==> src/rtl/smi_pkg.sv <==
// Shared SMI definitions: address map, byte-lane order and prefetch states.
// The byte order is shared with the write-path assembler so host loopback is lossless.
package smi_pkg;

   localparam logic [2:0] SmiAddrIdle     = 3'b000;
   localparam logic [2:0] SmiAddrWrite900  = 3'b001;
   localparam logic [2:0] SmiAddrWrite2400 = 3'b010;
   localparam logic [2:0] SmiAddrRead900   = 3'b101;
   localparam logic [2:0] SmiAddrRead2400  = 3'b110;

   // Byte lane sent for byte index 0..3 (lane n = word[8n+7:8n]).
   localparam logic [1:0] SmiLaneIdx0 = 2'd2;
   localparam logic [1:0] SmiLaneIdx1 = 2'd3;
   localparam logic [1:0] SmiLaneIdx2 = 2'd0;
   localparam logic [1:0] SmiLaneIdx3 = 2'd1;

   typedef enum logic [1:0] {
      PfEmpty,
      PfPending,
      PfFull
   } pf_state_e;

   function automatic logic [7:0] smi_byte_sel(input logic [31:0] word, input logic [1:0] idx);
      logic [1:0] lane;
      unique case (idx)
         2'd0:    lane = SmiLaneIdx0;
         2'd1:    lane = SmiLaneIdx1;
         2'd2:    lane = SmiLaneIdx2;
         default: lane = SmiLaneIdx3;
      endcase
      unique case (lane)
         2'd0:    return word[7:0];
         2'd1:    return word[15:8];
         2'd2:    return word[23:16];
         default: return word[31:24];
      endcase
   endfunction

endpackage

==> src/rtl/smi_tx_serializer_if.sv <==
// SMI host bus and RX FIFO read port seen by the TX serializer.
interface smi_tx_serializer_if;

   logic [2:0]  i_smi_a;
   logic        i_smi_soe_se;
   logic [7:0]  o_smi_data_out;
   logic        o_smi_read_req;
   logic        o_fifo_pull;
   logic [31:0] i_fifo_pulled_data;
   logic        i_fifo_empty;

   modport master (
      input  i_smi_a,
      input  i_smi_soe_se,
      output o_smi_data_out,
      output o_smi_read_req,
      output o_fifo_pull,
      input  i_fifo_pulled_data,
      input  i_fifo_empty
   );

   modport slave (
      output i_smi_a,
      output i_smi_soe_se,
      input  o_smi_data_out,
      input  o_smi_read_req,
      input  o_fifo_pull,
      output i_fifo_pulled_data,
      output i_fifo_empty
   );

endinterface

==> src/rtl/smi_strobe_sync.sv <==
// N-stage synchroniser for an active-low async strobe plus a falling-edge pulse.
// All flops reset to 1 so an idle-high strobe never produces a spurious pulse.
module smi_strobe_sync #(
   parameter int unsigned P_STAGES = 2
) (
   input  logic i_clk,
   input  logic i_reset_n,
   input  logic i_strobe_n,
   output logic o_fall
);

   logic [P_STAGES-1:0] r_sync;
   logic                r_last;

   always_ff @(posedge i_clk or negedge i_reset_n) begin
      if (!i_reset_n) begin
         r_sync <= '1;
         r_last <= 1'b1;
      end else begin
         r_sync <= {r_sync[P_STAGES-2:0], i_strobe_n};
         r_last <= r_sync[P_STAGES-1];
      end
   end

   assign o_fall = r_last & ~r_sync[P_STAGES-1];

endmodule

==> src/rtl/smi_tx_serializer.sv <==
// SMI read path: prefetches 32-bit RX FIFO words and emits one byte per host SOE strobe,
// with an underrun flag, a counter test mode and a registered DREQ.
module smi_tx_serializer
   import smi_pkg::*;
#(
   parameter logic [2:0]  P_READ_ADDR   = SmiAddrRead900,
   parameter int unsigned P_SYNC_STAGES = 2
) (
   input  logic                        i_sys_clk,
   input  logic                        i_reset_n,
   input  logic                        i_smi_test,
   input  logic                        i_underrun_clr,
   output logic                        o_underrun,
   smi_tx_serializer_if.master         if_smi
);

   logic        w_fall;
   logic        w_strobe;
   logic        w_underrun;
   logic        w_last;
   logic        w_handoff;

   logic [2:0]  r_addr;
   logic [31:0] r_act_word;
   logic        r_act_valid;
   logic [1:0]  r_act_idx;
   logic [31:0] r_pf_word;
   pf_state_e   r_pf_state;
   logic        r_fifo_pull;
   logic [7:0]  r_data_out;
   logic        r_read_req;
   logic        r_underrun;
   logic [7:0]  r_test_cnt;

   smi_strobe_sync #(
      .P_STAGES (P_SYNC_STAGES)
   ) u_soe_sync (
      .i_clk      (i_sys_clk),
      .i_reset_n  (i_reset_n),
      .i_strobe_n (if_smi.i_smi_soe_se),
      .o_fall     (w_fall)
   );

   assign w_strobe   = w_fall && (r_addr == P_READ_ADDR);
   assign w_underrun = w_strobe && !i_smi_test && !r_act_valid;
   assign w_last     = w_strobe && !i_smi_test && r_act_valid && (r_act_idx == 2'd3);
   // Test mode freezes both word registers, so no hand-off either.
   assign w_handoff  = !i_smi_test && (!r_act_valid || w_last);

   always_ff @(posedge i_sys_clk or negedge i_reset_n) begin
      if (!i_reset_n) begin
         r_addr      <= SmiAddrIdle;
         r_act_word  <= '0;
         r_act_valid <= 1'b0;
         r_act_idx   <= 2'd0;
         r_pf_word   <= '0;
         r_pf_state  <= PfEmpty;
         r_fifo_pull <= 1'b0;
         r_data_out  <= 8'h00;
         r_read_req  <= 1'b0;
         r_underrun  <= 1'b0;
         r_test_cnt  <= 8'h00;
      end else begin
         r_addr      <= if_smi.i_smi_a;
         r_fifo_pull <= 1'b0;

         if (w_strobe) begin
            if (i_smi_test) begin
               r_data_out <= r_test_cnt;
               r_test_cnt <= r_test_cnt + 8'd1;
            end else if (r_act_valid) begin
               r_data_out <= smi_byte_sel(r_act_word, r_act_idx);
               r_act_idx  <= r_act_idx + 2'd1;
               if (r_act_idx == 2'd3) r_act_valid <= 1'b0;
            end else begin
               r_data_out <= 8'h00;
            end
         end

         if (w_underrun) begin
            r_underrun <= 1'b1;
         end else if (i_underrun_clr) begin
            r_underrun <= 1'b0;
         end

         // Hand-off below overrides the valid clear above on a last-byte consume.
         unique case (r_pf_state)
            PfEmpty: begin
               if (!if_smi.i_fifo_empty && !i_smi_test) begin
                  r_fifo_pull <= 1'b1;
                  r_pf_state  <= PfPending;
               end
            end
            PfPending: begin
               r_pf_word  <= if_smi.i_fifo_pulled_data;
               r_pf_state <= PfFull;
            end
            PfFull: begin
               if (w_handoff) begin
                  r_act_word  <= r_pf_word;
                  r_act_idx   <= 2'd0;
                  r_act_valid <= 1'b1;
                  r_pf_state  <= PfEmpty;
               end
            end
            default: r_pf_state <= PfEmpty;
         endcase

         r_read_req <= !i_smi_test && (r_act_valid || (r_pf_state == PfFull));
      end
   end

   assign if_smi.o_fifo_pull    = r_fifo_pull;
   assign if_smi.o_smi_data_out = r_data_out;
   assign if_smi.o_smi_read_req = r_read_req;
   assign o_underrun            = r_underrun;

endmodule

==> src/flat_wrapper.sv <==
// flat-port wrapper written by rule: the top's interface ports become plain ports
module smi_tx_serializer_flat import smi_pkg::*;
#(
   parameter logic [2:0]  P_READ_ADDR   = SmiAddrRead900,
   parameter int unsigned P_SYNC_STAGES = 2
)
  (i_sys_clk, i_reset_n, i_smi_test, i_underrun_clr, o_underrun, if_smi_i_smi_a, if_smi_i_smi_soe_se, if_smi_o_smi_data_out, if_smi_o_smi_read_req, if_smi_o_fifo_pull, if_smi_i_fifo_pulled_data, if_smi_i_fifo_empty);
  smi_tx_serializer_if if_smi_i ();
  input  logic i_sys_clk;
  input  logic i_reset_n;
  input  logic i_smi_test;
  input  logic i_underrun_clr;
  output logic o_underrun;
  input wire logic [$bits(if_smi_i.i_smi_a)-1:0] if_smi_i_smi_a;
  input wire logic [$bits(if_smi_i.i_smi_soe_se)-1:0] if_smi_i_smi_soe_se;
  output wire logic [$bits(if_smi_i.o_smi_data_out)-1:0] if_smi_o_smi_data_out;
  output wire logic [$bits(if_smi_i.o_smi_read_req)-1:0] if_smi_o_smi_read_req;
  output wire logic [$bits(if_smi_i.o_fifo_pull)-1:0] if_smi_o_fifo_pull;
  input wire logic [$bits(if_smi_i.i_fifo_pulled_data)-1:0] if_smi_i_fifo_pulled_data;
  input wire logic [$bits(if_smi_i.i_fifo_empty)-1:0] if_smi_i_fifo_empty;
  assign if_smi_i.i_smi_a = if_smi_i_smi_a;
  assign if_smi_i.i_smi_soe_se = if_smi_i_smi_soe_se;
  assign if_smi_o_smi_data_out = if_smi_i.o_smi_data_out;
  assign if_smi_o_smi_read_req = if_smi_i.o_smi_read_req;
  assign if_smi_o_fifo_pull = if_smi_i.o_fifo_pull;
  assign if_smi_i.i_fifo_pulled_data = if_smi_i_fifo_pulled_data;
  assign if_smi_i.i_fifo_empty = if_smi_i_fifo_empty;
  smi_tx_serializer #(.P_READ_ADDR(P_READ_ADDR), .P_SYNC_STAGES(P_SYNC_STAGES)) u_core (.i_sys_clk(i_sys_clk), .i_reset_n(i_reset_n), .i_smi_test(i_smi_test), .i_underrun_clr(i_underrun_clr), .o_underrun(o_underrun), .if_smi(if_smi_i));
endmodule
==> config.mk <==
export PLATFORM = sky130hd
export DESIGN_NAME = smi_tx_serializer_flat
export DESIGN_NICKNAME = d
export VERILOG_FILES = /design/src/rtl/smi_pkg.sv /design/src/rtl/smi_tx_serializer_if.sv /design/src/rtl/smi_strobe_sync.sv /design/src/rtl/smi_tx_serializer.sv /design/src/flat_wrapper.sv
export SDC_FILE = /design/constraint.sdc
export NUM_CORES = 1
export LEC_CHECK = 0
export ABC_AREA = 1
export BUFFER_PORTS_ARGS = -buffer_cell sky130_fd_sc_hd__buf_2
export CAP_MARGIN = 10
export CELL_PAD_IN_SITES_DETAIL_PLACEMENT = 0
export CELL_PAD_IN_SITES_GLOBAL_PLACEMENT = 2
export CORE_MARGIN = 8
export CORE_UTILIZATION = 40
export DETAILED_ROUTE_END_ITERATION = 16
export PLACE_DENSITY = 0.95
export SLEW_MARGIN = 20
export SYNTH_ARGS = -nofsm -noshare
export SYNTH_HDL_FRONTEND = slang
export SYNTH_HIERARCHICAL = 1
export SYNTH_SLANG_ARGS = --single-unit
==> constraint.sdc <==
create_clock -name i_sys_clk -period 2.85 [get_ports i_sys_clk]
set_input_delay 0.4275 -clock i_sys_clk [delete_from_list [all_inputs] [get_ports i_sys_clk]]
set_output_delay 0.4275 -clock i_sys_clk [all_outputs]
set_load 0.005 [all_outputs]
==> metrics <==
die width=120.0 um; core area=10700 um^2; post-CTS setup buffer count=0; die height=120.0 um; Pre-Repair DR Iteration Count=4; CTS tree=done; routability cong.=0.7925; Period Utilization, post-route=68.70%; vias per cell=4.828; vias in the first global route=3041; Crit path arrival time=2.20 ns; Bufs on Longest Clock Path=2; GRT Util Overall=13.13%; total die area=14390 um^2; Max Cap Viol=0; H-tree levels=3; Final setup viols=0; share of cells above drive strength 1=26.47%; Hold-fix buffers, CTS=0; combinational fraction of design power=30.1%; Starting Density=40.42%; first-pass GRT wire length=15410 um; Fin Clk Skew=0.007380 ns; cell area power density=894.8 nW/um^2; Final #Nets=518; peak supply drop=0.0004865 V; top_reg_cell synth=dfrtp_1; Seq/Total Area, Yosys=54.48%; hold slack final=0.04821 ns; Post-synth EDFFs=0; WL/cell=14.41 um; grt ovf=0; Rows=38; total CTS buffers=9; Worst-path clk slew=0.09 ns; share of synthesized registers carrying an async set or reset=100.0%; Net Sw Frac=33.48%; DRC=0; P_leak=2.557 nW; Worst EP required=3.09 ns; Fin. Hold Viols=0; Setup crit start kind=flip-flop; flop2flop setup slack=0.89 ns; Final TNS setup=0 ns; final WL=8879 um; fin. max-slew vios=0; Mean Syn Cell Area=10.15 um^2; internal power=2.875 mW; Hold Path Class=in -> async; largest family of logic cells by synthesized area=simple AND/OR/NAND/NOR gates; Crit Path Max Fanout=34; Tmin final=1.958 ns; I/O pins=52; worst skew pair latency=0.35 ns; Compound-Gate Fraction of Synth Area=1.997%; post-synthesis xor/xnor area fraction=0.6076%; Crit. End Element=flip-flop; Yosys Warn Count=6; multiplexer share of the synthesized area=10.85%; fillcell total=1064; via count=2974; synthesized area=4324 um^2; Synth cell types=29; sequential share of power=51.2%; RSZ-0062 raised after global routing=false; Iteration-0 DRC Markers=133; Post-Syn Nets=473; Worst Path Class, Setup=reg -> reg; number of port buffers=51; antenna violation net count after detailed routing=0; Adder-Cell Fraction of Synth Area=1.736%; NetSw=1.447 mW; Mapped Cells=426; final design utilization=45.15%; CTS root buf=clkbuf_8; worst reg2reg path startpoint=u_core/u_soe_sync/r_last; cts repair resizes=0; simple-gate share of the synthesized area=24.07%; Area Overhead vs Synth=11.69%; max frequency=0.5107 GHz; clock share of power=18.7%; crit path from=u_core/u_soe_sync/r_last; antenna cells=0; max_slew headroom=58.70%; Detail Placement HPWL=6400 um; Worst Tran Pin Value=0.6195 ns; initial antenna violation count=0; post-synthesis sequential element count=94; largest net degree at the start of global routing=56; clock sinks=94; status=finished, final reports clean
## worst max-delay path, cell delays in order (launching register included)
cell,delay [ns]
dfstp_2,0.52
inv_1,0.04
nor2_2,0.06
nand2_1,0.11
inv_2,0.09
nand3_2,0.09
nand2_4,0.29
nand3_4,0.39
nand2_1,0.17
nand2_1,0.07
## cells in the final DEF, fill, tap and decap left out, types with 2 or more instances in the layout
| cell | synthesis | final |
|---|---|---|
| nand4_1 | 39 | 39 |
| o21ai_0 | 9 | 9 |
| nand2_1 | 141 | 141 |
| dfrtp_1 | 91 | 91 |
| nor4_1 | 2 | 2 |
| nand2_4 | 2 | 2 |
| nor2_4 | 3 | 3 |
| clkinv_4 | 0 | 2 |
| mux2_2 | 3 | 3 |
| nor2_1 | 2 | 2 |
| buf_2 | 6 | 50 |
| buf_4 | 5 | 3 |
| or2_2 | 8 | 8 |
| clkinvlp_4 | 0 | 2 |
| clkbuf_8 | 0 | 10 |
| inv_2 | 3 | 3 |
| nand3_1 | 19 | 19 |
| xor2_1 | 2 | 2 |
| dfstp_2 | 3 | 3 |
| inv_1 | 30 | 30 |
| mux2_4 | 29 | 29 |
| ha_1 | 6 | 6 |
| a21oi_1 | 7 | 7 |
| nor2_2 | 2 | 2 |
## metrics by stage
step	instances	worst slack, ns	total power [mW]	instance area (um^2)
floorplan	426	1.437	3.161	4324
global placement	600	0.9400	3.494	4646
detailed placement	600	0.8828	3.552	4646
CTS	616	0.8652	4.375	4830
global route	616	0.6744	4.660	4830
finish	616	0.8920	4.322	4830
## registers in the layout (all words and copies together) (netlist names), named ones only
name                          flops
u_core/r_addr                     3
u_core/r_pf_state                 2
u_core/r_test_cnt                 8
u_core/r_act_idx                  2
u_core/u_soe_sync/r_sync          2
u_core/r_act_word                32
u_core/if_smi.o_fifo_pull         1
u_core/if_smi.o_smi_read_req      1
u_core/if_smi.o_smi_data_out      8
u_core/r_pf_word                 32
u_core/u_soe_sync/r_last          1
u_core/o_underrun                 1
## power groups by stage
| stage | Clock [mW] | Sequential [mW] | Combinational (mW) |
|---|---|---|---|
| after global placement | 0 | 2.22 | 1.27 |
| after global routing | 0.905 | 2.28 | 1.48 |
| final | 0.810 | 2.21 | 1.30 |
| after CTS | 0.843 | 2.21 | 1.32 |
| after detailed placement | 0 | 2.24 | 1.32 |
| after floorplan | 0 | 2.11 | 1.05 |
## path summary, 6_finish.rpt
check / to / cells past startpoint
max in group asynchronous: u_core/u_soe_sync/r_sync[1] / 2
worst max-delay path: u_core/r_act_word[15] / 9
min in group i_sys_clk: u_core/r_addr[0] / 1
worst max register to register: u_core/r_act_word[15] / 9
worst min register to register: u_core/u_soe_sync/r_sync[1] / 0
worst min-delay path: u_core/if_smi.o_smi_data_out[0] / 1
## cell usage after synthesis, types with 3 or more instances
cell,instances,area [um^2]
inv_1,30,112.6
dfrtp_1,91,2277
o21ai_0,9,45.04
inv_2,3,11.26
or2_2,8,50.05
dfstp_2,3,78.83
nor2_4,3,33.78
buf_6,6,67.56
buf_4,5,37.54
nand2_1,141,529.3
mux2_4,29,435.4
nand3_1,19,95.09
mux2_2,3,33.78
a21oi_1,7,35.03
nand4_1,39,244.0
buf_2,6,30.03
ha_1,6,75.07
## per-layer routing
layer / routed length (um) / vias to the layer above / share of wire (%) / track usage (%)
met1: 4591 / 1430 / 52 / 18.50
met3: 248 / 9 / 2.8 / 2.818
met5: 0 / - / 0 / 0
li1: - / 1494 / - / -
met4: 113 / 0 / 1.3 / 4.450
met2: 3926 / 41 / 44 / 19.63
## cell type report
class                           count  area, um^2  share of cell area (%)
Sequential cell                    94        2356                   48.78
Multi-Input combinational cell    279        1698                   35.16
Timing Repair Buffer               54       292.8                   6.062
Tap cell                          140       175.2                   3.627
Clock buffer                       10       137.6                   2.850
Inverter                           33       123.9                   2.565
Clock inverter                      6       46.29                  0.9585
## kinds of logic after synthesis
logic type	after synthesis
AOI/OAI and AO/OA	17
xor gates and xnor gates	3
adders and majority gates	6
buffers and inverters	53
DFF	94
muxes	32
and+or+nand+nor	221
(Power assumes the default switching activity.)
